$ cat src/rtl/fetch_pc_unit.sv
// ---------------------------------------------------------------------------
// fetch_pc_unit
//
// Program-counter and fetch-sequencing stage that sits just ahead of the
// control decoder. It drives the instruction-ROM address and runs the
// Start/Done program handshake. It also latches the branch-condition code
// written by sbf* instructions. For b instructions it checks the ALU status
// and picks the next PC: either PC+1 or the branch target.
//
// Parameters
//   PC_W      program counter / ROM address width
//   LAST_PC   address of the final program instruction; completing it ends
//             the run unless that instruction is a taken jump
//   FLAG_RST  value loaded into FlagReg on reset and on restart from DONE
//
// Ports
//   Clk           in   system clock, all state on the rising edge
//   Reset         in   asynchronous, active-high reset
//   Start         in   level request to (re)start the program at PC 0
//   Branch        in   decoder Branch output
//   FlagWrite     in   decoder FlagWrite output (sbf* instruction)
//   Flag          in   decoder condition code for sbf*
//   Zero          in   ALU result==0 for the current instruction
//   Negative      in   ALU result sign for the current instruction
//   BranchTarget  in   absolute jump target from the branch lookup table
//   Halt          in   early-termination request from decode
//   ProgCtr       out  current instruction address to the ROM
//   Done          out  program finished (DONE state)
//   Running       out  executing instructions (RUN state)
//   FlagReg       out  latched branch condition code
//   Taken         out  combinational: current instruction is a taken jump
// ---------------------------------------------------------------------------
module fetch_pc_unit #(
    parameter int unsigned PC_W     = 10,
    parameter int unsigned LAST_PC  = 1023,
    parameter logic [2:0]  FLAG_RST = 3'b000
) (
    input  logic            Clk,
    input  logic            Reset,
    input  logic            Start,
    input  logic            Branch,
    input  logic            FlagWrite,
    input  logic [2:0]      Flag,
    input  logic            Zero,
    input  logic            Negative,
    input  logic [PC_W-1:0] BranchTarget,
    input  logic            Halt,
    output logic [PC_W-1:0] ProgCtr,
    output logic            Done,
    output logic            Running,
    output logic [2:0]      FlagReg,
    output logic            Taken
);

    typedef enum logic [1:0] {
        ST_IDLE = 2'd0,
        ST_RUN  = 2'd1,
        ST_DONE = 2'd2
    } state_t;

    // Branch condition codes held in FlagReg; 101..111 are never taken.
    localparam logic [2:0] CC_NE = 3'b000;
    localparam logic [2:0] CC_EQ = 3'b001;
    localparam logic [2:0] CC_LT = 3'b010;
    localparam logic [2:0] CC_LE = 3'b011;
    localparam logic [2:0] CC_JP = 3'b100;

    localparam logic [PC_W-1:0] LAST_ADDR = PC_W'(LAST_PC);

    state_t          state;
    logic            is_jump;
    logic            is_flag_set;
    logic            cond_met;
    logic            at_last;
    logic [PC_W-1:0] pc_plus_one;

    // The decoder uses Branch for both b and sbf*. FlagWrite tells them apart.
    assign is_jump     = Branch & ~FlagWrite;
    assign is_flag_set = Branch &  FlagWrite;
    assign at_last     = (ProgCtr == LAST_ADDR);

    // Natural modulo-2^PC_W wrap: the last address plus one becomes 0.
    assign pc_plus_one = ProgCtr + PC_W'(1);

    // The condition is evaluated against the pre-edge FlagReg. An sbf* in
    // this cycle only affects the instructions that follow it.
    always_comb begin
        // NOTE: default assignment first so every path drives cond_met and no latch is inferred.
        cond_met = 1'b0;
        case (FlagReg)
            CC_NE:   cond_met = ~Zero;
            CC_EQ:   cond_met = Zero;
            CC_LT:   cond_met = Negative;
            CC_LE:   cond_met = Negative | Zero;
            CC_JP:   cond_met = 1'b1;
            default: cond_met = 1'b0;
        endcase
    end

    // Decoder and ALU inputs mean nothing outside RUN, so Taken is gated here.
    assign Taken = (state == ST_RUN) & is_jump & cond_met;

    always_ff @(posedge Clk or posedge Reset) begin
        if (Reset) begin
            // NOTE: non-blocking assignments throughout so every flop samples pre-edge values.
            state   <= ST_IDLE;
            ProgCtr <= '0;
            FlagReg <= FLAG_RST;
        end else begin
            case (state)
                ST_IDLE: begin
                    // FlagReg is deliberately kept here. Only a restart from
                    // DONE returns it to FLAG_RST.
                    ProgCtr <= '0;
                    if (Start) begin
                        state <= ST_RUN;
                    end
                end

                ST_RUN: begin
                    if (is_flag_set) begin
                        FlagReg <= Flag;
                    end
                    // Halt takes priority over a taken jump in the same cycle.
                    // A taken jump at LAST_PC keeps the program running.
                    if (Halt) begin
                        state <= ST_DONE;
                    end else if (Taken) begin
                        ProgCtr <= BranchTarget;
                    end else if (at_last) begin
                        state <= ST_DONE;
                    end else begin
                        ProgCtr <= pc_plus_one;
                    end
                end

                ST_DONE: begin
                    if (Start) begin
                        state   <= ST_RUN;
                        ProgCtr <= '0;
                        FlagReg <= FLAG_RST;
                    end
                end

                default: begin
                    state <= ST_IDLE;
                end
            endcase
        end
    end

    // Both status outputs decode directly from the state register.
    assign Running = (state == ST_RUN);
    assign Done    = (state == ST_DONE);

endmodule

$ cat config.mk
export PLATFORM = sky130hd
export DESIGN_NAME = fetch_pc_unit
export DESIGN_NICKNAME = d
export VERILOG_FILES = /design/src/rtl/fetch_pc_unit.sv
export SDC_FILE = /design/constraint.sdc
export NUM_CORES = 1
export LEC_CHECK = 0
export BUFFER_PORTS_ARGS = -buffer_cell sky130_fd_sc_hd__buf_2
export CAP_MARGIN = 20
export CORE_MARGIN = 4
export CORE_UTILIZATION = 48
export DETAILED_ROUTE_END_ITERATION = 8
export PLACE_DENSITY = 0.88
export SYNTH_ARGS = -nofsm -noshare
export SYNTH_HDL_FRONTEND = slang
export SYNTH_SLANG_ARGS = --single-unit
$ cat constraint.sdc
create_clock -name Clk -period 2.2 [get_ports Clk]
set_clock_uncertainty 0.2 [all_clocks]
set_input_delay 0.11 -clock Clk [delete_from_list [all_inputs] [get_ports Clk]]
set_output_delay 0.11 -clock Clk [all_outputs]
set_load 0.02 [all_outputs]
# ---- After elaboration in Yosys (flattened, before gate mapping)
# Index checks and enable logic that the tools add are counted.
dict set report word_totals {
  register_bits 15
  out_inout_bits 16
  wordCells 47
}
dict set report classes {
  eq_ne 14
  muxes 14
  bitwise 7
  n_reduce_logical 8
  addsub 1
}
# cell count
set ops {}
lappend ops {{10-bit two-way mux} 4}
lappend ops {{10-bit case mux with 3 select lines} 1}
lappend ops {{10-bit by 1-bit adder with 10-bit output, second input constant} 1}
lappend ops {{10-bit equality test, second input constant} 1}
lappend ops {{2-bit two-way mux} 4}
lappend ops {{3-bit by 2-bit equality test with 1-bit output, second input constant} 2}
lappend ops {{3-bit two-way mux} 2}
lappend ops {{3-bit inequality test, second input constant} 2}
lappend ops {{3-bit case mux with 2 select lines} 1}
lappend ops {{3-bit AND reduction} 2}
lappend ops {{1-bit case mux with 5 select lines} 1}
lappend ops {{1-bit AND} 4}
lappend ops {{2-bit by 1-bit inequality test with 1-bit output, second input constant} 2}
lappend ops {{2-bit inequality test, second input constant} 2}
lappend ops {{2-bit case mux with 2 select lines} 1}
lappend ops {{4-bit AND reduction} 1}
lappend ops {{3-bit by 1-bit equality test with 1-bit output, second input constant} 1}
lappend ops {{3-bit equality test, second input constant} 1}
lappend ops {{3-bit logical NOT} 1}
lappend ops {{3-bit by 2-bit inequality test with 1-bit output, second input constant} 1}
lappend ops {{3-bit nonzero test} 1}
lappend ops {{2-bit by 1-bit equality test with 1-bit output, second input constant} 1}
lappend ops {{2-bit equality test, second input constant} 1}
lappend ops {{2-bit logical NOT} 1}
lappend ops {{4 further kinds} 5}

# ---- Depth between registers and ports, before layout
# Gate-level depths: netlist of run 1.
dict set report depth {
  ltp_word 7
  ltp_mapped 7
  ltp_nobuf 6
}

# ---- Least setup slack after synthesis of run 1
# Ideal clock, no wire load.
dict set report synth_path {
  path_kind {register -> register}
  startpoint {register ProgCtr[0]}
  endpoint {register ProgCtr[4]}
  n_path_buf 1
  setup_slack_ps 169
  stages_incl_launch_ff 8
  required_ps 1879
  arrival_ps 1710
  cell_sequence {dfrtp_1 ha_1 and3_1 nand3_1 a211oi_2 buf_6 a311o_1 a22o_1}
}
dict set report synth_between {
  elab_chain_len 5
  word_cells_on_any_way 8
}
# element line
set synth_lines {}
lappend synth_lines {{start: declaration} 48} ;# output logic [PC_W-1:0] ProgCtr,
lappend synth_lines {{start signal: assignment} 129} ;# ProgCtr <= BranchTarget;
lappend synth_lines {{start signal: assignment} 133} ;# ProgCtr <= pc_plus_one;
lappend synth_lines {{10-bit by 1-bit adder with 10-bit output} 83} ;# assign pc_plus_one = ProgCtr + PC_W'(1);
lappend synth_lines {{10-bit two-way mux} 130} ;# end else if (at_last) begin
lappend synth_lines {{10-bit two-way mux} 128} ;# end else if (Taken) begin
lappend synth_lines {{10-bit two-way mux} 126} ;# if (Halt) begin
lappend synth_lines {{10-bit case mux with 3 select lines} 110} ;# case (state)
# Parallel ways exist; a longest one is shown, timed or not. The select of a mux whose other input is x is not followed.
# A chain may end at the register's enable or synchronous reset.

# ---- Final worst setup path of run 1
dict set report layout_path {
  startpoint {register ProgCtr[0]}
  endpoint {register ProgCtr[9]}
}
# Same word-level chain as after synthesis.

==> qor.txt, run 1 <==
routability cong. = 0.8549
commonest non-fill, non-tap cell in the layout = buf_2
Synth Instances = 105
WL per Instance = 16.20 µm
Slew Limit Fails = 0
buffers added on ports = 36
DRC = 0
Relative slew margins = 59.86%
Max stage delay on crit path = 390 ps
critical-path maximum fanout = 5
worst-margin pin slew = 601.4 ps
Die Span Y = 53.92 µm
Detailed Place HPWL = 2.106 mm
critical path class = reg2reg
Core Region = 1982 µm²
number of inserted diodes = 0
CTS tree = built
maxcap violations = 0
vias in the first global route = 1053
Skew-Pair Late Insertion Delay = 290 ps
P_leak = 0.7728 nW
Pre-antenna DRT Iters = 4
pwr/cell area = 1041 nW/µm²
CP arrival = 2150 ps
GR Overflow Total = 0
crit-path cells = ha_2, and3_2, nand3_1, a211oi_4, nor3_1, buf_4, a22o_1
CTS sink count = 15
Avg Cell Area, Syn = 9.640 µm²
worst min path class = in2reg
die width = 53.92 µm
fin crit share = 98.30%
htree depth = 1
critical path's top delay family = compound AO/OA/AOI/OAI gates
Via Count = 1147
run status = finished, final reports clean
mapped cell area = 1012 µm²
fin nets = 189
VDD IR max = 0.8083 mV
Initial Util = 51.07%
Reg clk slew, reported paths = 90 ps
Yosys reg bits = 15
CP Launch Type = register
Inst Count DP = 171
Worst Setup End Kind = register
Finish-stage setup viols = 0
CTS root buf = clkbuf_4
initial antenna violation count = 0
sequential fraction of the synthesis area = 37.08%
Final Power = 1.531 mW
Layout fillers = 153
largest net degree at the start of global routing = 18
CTS Buf Count = 3
Buf+Inv Stages, Crit Path = 1
commonest non-fill, non-tap cells in the layout = 36 x buf_2, 15 x dfrtp_1, 14 x dlygate4sd3_1
Antenna Nets Post-Route = 0
initial drt markers = 38
Core Util, Final = 74.24%
final worst path period need = 2163 ps
synth-to-layout area growth = 45.36%
Post-Syn Nets = 127
fin cells = 193
die footprint = 2907 µm²
worst hold margin = 18.49 ps
clock buffer depth = 2
CP max-delay cell = dfrtp_1
Vias/cell = 5.943
Synth Warn # = 0
Synth cell types = 34
first-pass GRT wire length = 4.747 mm
reg-to-reg slack, setup = 40 ps
Final Hold Vio Count = 0
final wirelength = 3.126 mm
# IOs = 37
Total GRT Usage = 22.95%
Max Fclk = 462.4 MHz
Core Rows = 16
share of cells above drive strength 1 = 38.55%
Worst Path Required = 2180 ps
path summary, 6_finish.rpt:
kind | from | endpoint | cells past startpoint
max in group asynchronous | Reset | FlagReg[0] | 3
max | ProgCtr[0] | ProgCtr[9] | 7
min | BranchTarget[9] | ProgCtr[9] | 3
min in group asynchronous | Reset | ProgCtr[7] | 3
min reg2reg | ProgCtr[6] | ProgCtr[6] | 2
max reg2reg | ProgCtr[0] | ProgCtr[9] | 7
cell usage after synthesis:
cell type,number,area share (%)
ha_1,1,1.2
a21oi_1,1,0.49
a311oi_1,2,1.7
nand2_2,1,0.62
dfrtp_1,15,37
nand2b_1,1,0.62
o22ai_1,2,1.2
a31oi_1,1,0.62
inv_1,11,4.1
buf_6,2,2.2
o21ai_0,8,4.0
mux2i_1,5,4.9
clkbuf_1,1,0.37
and3_1,1,0.62
nand2_1,3,1.1
nand3_1,9,4.4
nor2_1,8,3.0
nand2b_4,1,1.4
a211o_1,1,0.87
a22oi_1,1,0.74
mux2_2,5,5.6
a211oi_2,3,3.7
and4_1,2,1.7
a2bb2oi_1,2,1.7
or2_1,1,0.62
a22o_1,5,4.3
nor2b_1,2,1.2
nor3b_4,1,1.9
a311o_1,3,3.0
nand4_1,1,0.62
o32ai_1,2,1.7
o32ai_2,1,1.6
buf_2,1,0.49
nor3_1,1,0.49
tightest hold or removal path: cells and delay by family:
family | cells | cell delay, ps
AOI/OAI and AO/OA | 1 | 150
muxes | 1 | 140
buffers and inverters | 1 | 80
report_power, final:
group	switching, mW	total (mW)	internal [mW]
logic	0.498	0.900	0.402
clock network	0.0950	0.166	0.0706
registers	0.109	0.465	0.357
total	0.701	1.53	0.830
layer usage:
metal | part of all wire [%] | global-route usage [%]
met5 | 0 | 0
met4 | 3.7 | 9.787
met3 | 7.7 | 3.324
met2 | 50 | 40.32
met1 | 39 | 27.54
logic make-up (layout without fill, tap and decap cells):
family	count (synthesis)	in the layout	synth area share, %
mux	10	10	10.51
flops	15	15	37.08
fa+ha+maj	1	1	1.236
compound gates	32	32	25.71
simple gates	32	32	18.30
buf+inv	15	76	7.168
layout make-up:
| type | instances | area (µm²) | share of cell area, % |
|---|---|---|---|
| multi-input combinational | 75 | 591.8 | 40.22 |
| inverter | 11 | 41.29 | 2.806 |
| clock buffer | 4 | 26.28 | 1.786 |
| timing repair buffer | 61 | 402.9 | 27.38 |
| tap | 27 | 33.78 | 2.296 |
| sequential | 15 | 375.4 | 25.51 |
timing repair:
item	in CTS	in global routing
hold endpoints to repair	29	0
resized for setup	0	5
buffers inserted	0	4
hold buffers	14	0
endpoints found under the setup margin	0	11
sequential cells by signal (all words and copies together) (netlist names):
signal / cells
state: 2
FlagReg: 3
ProgCtr: 10
metrics by stage:
stage | area, µm² | TNS, ps | setup slack, ps
CTS | 1414 | 0 | 10.32
finish | 1471 | 0 | 37.42
global route | 1471 | -387.4 | -85.67
global placement | 1247 | 0 | 186.9
detailed placement | 1247 | 0 | 96.96
floorplan | 1012 | 0 | 169.4
No activity file was read; power rests on OpenSTA's default activity.
==> inputs of run 2 (changes only) <==
==> constraint.sdc (replaced) <==
create_clock -name Clk -period 2.2 [get_ports Clk]
set_clock_uncertainty 0.2 [all_clocks]
set_input_delay 0.22 -clock Clk [delete_from_list [all_inputs] [get_ports Clk]]
set_output_delay 0.22 -clock Clk [all_outputs]
set_load 0.02 [all_outputs]
==> qor.txt, run 2 (synthesis results as in run 1) <==
vias in the first global route = 1007 (-4.4%)
fin crit share = 96.50% (-1.8 points)
CP Launch Type = register
Antenna Nets Post-Route = 0 (unchanged)
Detailed Place HPWL = 2.106 mm (unchanged)
worst-margin pin slew = 602.5 ps (+1.074 ps)
pwr/cell area = 1089 nW/µm² (+4.6%)
Inst Count DP = 171 (unchanged)
CTS Buf Count = 3 (unchanged)
first-pass GRT wire length = 4.471 mm (-5.8%)
crit-path cells = ha_2, and3_2, nand3_1, a211oi_4, nor3_1, buf_4, a22o_1
final worst path period need = 2123 ps (-39.57 ps)
Hold Startpoint = BranchTarget[0]
number of inserted diodes = 0 (unchanged)
Relative slew margins = 59.79% (-0.072 points)
Core Rows = 16 (unchanged)
WL per Instance = 16.12 µm (-0.49%)
critical-path maximum fanout = 5 (unchanged)
Worst Setup End Kind = register
CP max-delay cell = dfrtp_1
Reg clk slew, reported paths = 100 ps (about the same)
CTS root buf = clkbuf_4
Skew-Pair Late Insertion Delay = 290 ps (about the same)
commonest non-fill, non-tap cell in the layout = buf_2
GR Overflow Total = 0 (unchanged)
Slew Limit Fails = 0 (unchanged)
Die Span Y = 53.92 µm (unchanged)
share of cells above drive strength 1 = 41.88% (+3.3 points)
fin cells = 187 (-3.1%)
Max stage delay on crit path = 400 ps (about the same)
setup ws final = 77.00 ps (+39.57 ps)
Min-Delay Endpoint = ProgCtr[0]
Via Count = 1086 (-5.3%)
final wirelength = 3.014 mm (-3.6%)
# IOs = 37 (unchanged)
critical path class = reg2reg
P_leak = 0.7474 nW (-3.3%)
run status = finished, final reports clean
Worst Path Required = 2180 ps (about the same)
R2R Path Start = ProgCtr[1]
CP arrival = 2110 ps (-40 ps)
CTS tree = built
initial antenna violation count = 0 (unchanged)
die footprint = 2907 µm² (unchanged)
commonest non-fill, non-tap cells in the layout = 36 x buf_2, 15 x dfrtp_1, 14 x buf_4
routability cong. = 0.8549 (unchanged)
Max Fclk = 471.0 MHz (+1.9%)
largest net degree at the start of global routing = 16 (-2)
Top reg by flops = ProgCtr
Worst Hold Depth = 3 (unchanged)
max FFs per register = 10 (unchanged)
htree depth = 1 (unchanged)
VDD IR max = 0.7729 mV (-4.4%)
Final Power = 1.516 mW (-0.97%)
Core Util, Final = 70.27% (-4.0 points)
maxcap violations = 0 (unchanged)
largest registers = ProgCtr x10, FlagReg x3, state x2
r2r worst-path depth = 7 (unchanged)
buffers added on ports = 36 (unchanged)
Finish-stage setup viols = 0 (unchanged)
Total GRT Usage = 21.40% (-1.6 points)
Vias/cell = 5.807 (-2.3%)
Pre-antenna DRT Iters = 4 (unchanged)
reg-to-reg slack, setup = 80 ps (+40 ps)
pre-CTS WS = 96.96 ps (unchanged)
fin nets = 183 (-3.2%)
CTS sink count = 15 (unchanged)
Initial Util = 51.07% (unchanged)
synth-to-layout area growth = 37.58%
die width = 53.92 µm (unchanged)
r2r endpoint = ProgCtr[9]
clock buffer depth = 2 (unchanged)
initial drt markers = 49 (+29%)
setup TNS = 0 ps (unchanged)
worst min path class = in2reg
DRC = 0 (unchanged)
Core Region = 1982 µm² (unchanged)
Final Hold Vio Count = 0 (unchanged)
run 2: cell types whose count changed in the layout (fill, tap and decap cells not counted), sizes merged:
cell	before	now
dlygate4sd3	14	5
buf	47	50
run 2: layer usage:
| layer | GRT usage [%] | up-vias | part of all wire (%) |
|---|---|---|---|
| met5 | 0 | - | 0 |
| met4 | 9.787 | 0 | 1.2 |
| met3 | 2.770 | 5 | 9.2 |
| met2 | 36.09 | 60 | 51 |
| met1 | 26.90 | 515 | 39 |
| li1 | - | 506 | - |
run 2: through the flow:
stage               hold slack [ps]  instance area [µm²]
CTS                           48.47                 1351
global route                  49.41                 1393
finish                        39.33                 1393
floorplan                    -78.52                 1012
global placement              101.0                 1247
detailed placement            115.9                 1247
run 2: power breakdown:
group | switching [mW] | leakage, nW | internal (mW)
Combinational | 0.494 | 0.533 | 0.401
Sequential | 0.0994 | 0.200 | 0.357
Clock | 0.0948 | 0.0150 | 0.0704
run 2: worst max-delay path by stage:
stage | from | endpoint | slack [ps] | cells after the start
2_1_floorplan | ProgCtr[0] | ProgCtr[4] | 170 | 7
5_1_grt | ProgCtr[0] | ProgCtr[9] | -60 | 7
3_3_place_gp | ProgCtr[0] | ProgCtr[5] | 190 | 7
6_report | ProgCtr[1] | ProgCtr[9] | 80 | 7
4_1_cts | FlagReg[2] | ProgCtr[9] | 40 | 7
3_5_place_dp | ProgCtr[1] | ProgCtr[9] | 100 | 7
run 2: area by class of cell:
| class | count | area (µm²) |
|---|---|---|
| Fill cell | 163 | 589.3 |
| Tap cell | 27 | 33.78 |
| Timing Repair Buffer | 55 | 335.3 |
| Inverter | 11 | 41.29 |
| Sequential cell | 15 | 375.4 |
| Multi-Input combinational cell | 75 | 580.6 |
| Clock buffer | 4 | 26.28 |
run 2: timing repair:
| action | in CTS | in global routing |
|---|---|---|
| hold buffers | 5 | 0 |
| buffers inserted | 3 | 4 |
| pin swaps | 2 | 2 |
| resized for setup | 1 | 3 |
| endpoints found under the setup margin | 1 | 10 |
| endpoints found under the hold margin | 19 | 0 |
run 2: critical path, delay by kind of cell (launching register included):
family                   cells  cell delay (ps)
AND/OR/NAND/NOR              3              490
adder cells (fa/ha/maj)      1              210
buffers and inverters        1              180
flip-flops                   1              400
AO/OA/AOI/OAI                2              550
==> inputs of run 3 (changes only) <==
--- a/config.mk
+++ b/config.mk
@@ -6,5 +6,5 @@
 export NUM_CORES = 1
 export LEC_CHECK = 0
-export BUFFER_PORTS_ARGS = -buffer_cell sky130_fd_sc_hd__buf_2
+export BUFFER_PORTS_ARGS = -buffer_cell sky130_fd_sc_hd__buf_4
 export CAP_MARGIN = 20
 export CORE_MARGIN = 4
@@ -12,4 +12,5 @@
 export DETAILED_ROUTE_END_ITERATION = 8
 export PLACE_DENSITY = 0.88
+export SLEW_MARGIN = 20
 export SYNTH_ARGS = -nofsm -noshare
 export SYNTH_HDL_FRONTEND = slang
==> constraint.sdc (replaced) <==
create_clock -name Clk -period 2.2 [get_ports Clk]
set_clock_uncertainty 0.2 [all_clocks]
set_input_delay 0.44 -clock Clk [delete_from_list [all_inputs] [get_ports Clk]]
set_output_delay 0.44 -clock Clk [all_outputs]
set_load 0.02 [all_outputs]
==> qor.txt, run 3 (synthesis results as in run 1) <==
run status = finished, final reports clean
die width = 53.92 µm (unchanged)
CP max-delay cell = dfrtp_1
Pre-antenna DRT Iters = 4 (unchanged)
critical-path maximum fanout = 11 (+6)
Max stage delay on crit path = 410 ps (about the same)
GR Overflow Total = 0 (unchanged)
number of inserted diodes = 0 (unchanged)
Relative slew margins = 58.29% (-1.5 points)
VDD IR max = 0.6951 mV (-10%)
initial antenna violation count = 0 (unchanged)
Core Util, Final = 70.39% (+0.13 points)
Antenna Nets Post-Route = 0 (unchanged)
Slew Limit Fails = 0 (unchanged)
largest net degree at the start of global routing = 17 (+1)
# IOs = 37 (unchanged)
WL per Instance = 14.94 µm (-7.3%)
first-pass GRT wire length = 4.257 mm (-4.8%)
Final Hold Vio Count = 0 (unchanged)
crit-path cells = nand2b_4, nor3b_4, nand2_4, inv_2, buf_6
setup TNS = 0 ps (unchanged)
commonest non-fill, non-tap cells in the layout = 42 x buf_4, 15 x dfrtp_1, 10 x inv_1
Initial Util = 51.07% (unchanged)
Die Span Y = 53.92 µm (unchanged)
clock buffer depth = 2 (unchanged)
die footprint = 2907 µm² (unchanged)
Core Rows = 16 (unchanged)
CP arrival = 1470 ps (-640 ps)
Max Fclk = 474.0 MHz (+0.63%)
Reg clk slew, reported paths = 90 ps (about the same)
routability cong. = 0.8653 (+1.2%)
DRC = 0 (unchanged)
Via Count = 1003 (-7.6%)
r2r worst-path depth = 7 (unchanged)
Core Region = 1982 µm² (unchanged)
fin cells = 176 (-5.9%)
vias in the first global route = 954 (-5.3%)
fin nets = 172 (-6.0%)
synth-to-layout area growth = 37.82%
CTS root buf = clkbuf_4
Final Power = 1.472 mW (-3.0%)
maxcap violations = 0 (unchanged)
CTS tree = built
P_leak = 0.7141 nW (-4.5%)
critical path class = reg2out
initial drt markers = 25 (-49%)
fin crit share = 95.89% (-0.61 points)
Top reg by flops = ProgCtr
Vias/cell = 5.699 (-1.9%)
Detailed Place HPWL = 1.975 mm (-6.2%)
Skew-Pair Late Insertion Delay = 280 ps (about the same)
CP Launch Type = register
final wirelength = 2.629 mm (-13%)
Multi-input gate area = 580.6 µm² (unchanged)
reg-to-reg slack, setup = 110 ps (+30 ps)
Inst Count DP = 170 (-0.58%)
final worst path period need = 2110 ps (-13.32 ps)
Worst Setup SP = state[1]
pwr/cell area = 1055 nW/µm² (-3.1%)
R2R Path Start = ProgCtr[1]
worst-margin pin slew = 619.1 ps (+16.58 ps)
htree depth = 1 (unchanged)
CTS Buf Count = 3 (unchanged)
Total GRT Usage = 19.94% (-1.5 points)
share of cells above drive strength 1 = 41.61% (-0.26 points)
Worst Path Required = 1560 ps (-620 ps)
buffers added on ports = 36 (unchanged)
CTS sink count = 15 (unchanged)
Finish-stage setup viols = 0 (unchanged)
r2r endpoint = ProgCtr[5]
sequential cell area = 375.4 µm² (unchanged)
commonest non-fill, non-tap cell in the layout = buf_4
Layout fillers = 155 (-4.9%)
largest registers = ProgCtr x10, FlagReg x3, state x2
Worst Setup End Kind = output pin
worst min path class = in2async
max FFs per register = 10 (unchanged)
==> run 3: layout make-up <==
class,count,area share [%]
well taps,27,2.422
clock buffers,4,1.883
multi-input cells,75,41.61
inverters,11,2.960
repair buffers,44,24.22
flip-flops and latches,15,26.91
==> run 3: where the power goes <==
group / internal, mW / switching (mW)
Sequential: 0.357 / 0.0998
Combinational: 0.400 / 0.456
Clock: 0.0703 / 0.0881
==> run 3: worst max-delay path by stage <==
stage | end
after floorplan | ProgCtr[4]
after global placement | ProgCtr[4]
after detailed placement | ProgCtr[4]
after CTS | ProgCtr[5]
after global routing | Taken
final | Taken
==> run 3: timing repair <==
action | CTS | global route
setup endpoints to repair | 1 | 10
hold buffers | 0 | 0
resized for setup | 1 | 6
cloned | 0 | 0
pin swaps | 0 | 2
hold endpoints to repair | 0 | 0
buffers inserted | 1 | 1
==> run 3: critical path: cells and delay by family (launching register included) <==
family | cells | cell delay [ps]
simple gates | 3 | 610
flops | 1 | 410
buf+inv | 2 | 180
==> run 3: stage by stage <==
stage | hold slack [ps] | area [µm²] | setup slack (ps)
5_1_grt | 78.03 | 1395 | -13.70
3_3_place_gp | 341.1 | 1330 | 56.95
4_1_cts | 41.79 | 1369 | 80.99
6_report | 26.54 | 1395 | 90.32
2_1_floorplan | 141.5 | 1012 | 169.4
3_5_place_dp | 352.4 | 1330 | 21.87
==> run 3: per-layer routing <==
metal | wire, µm | GRT usage (%) | up-vias
met5 | 0 | 0 | -
met4 | 29 | 7.660 | 0
met3 | 181 | 2.770 | 4
met2 | 1318 | 32.66 | 39
met1 | 1100 | 26.38 | 477
li1 | - | - | 483
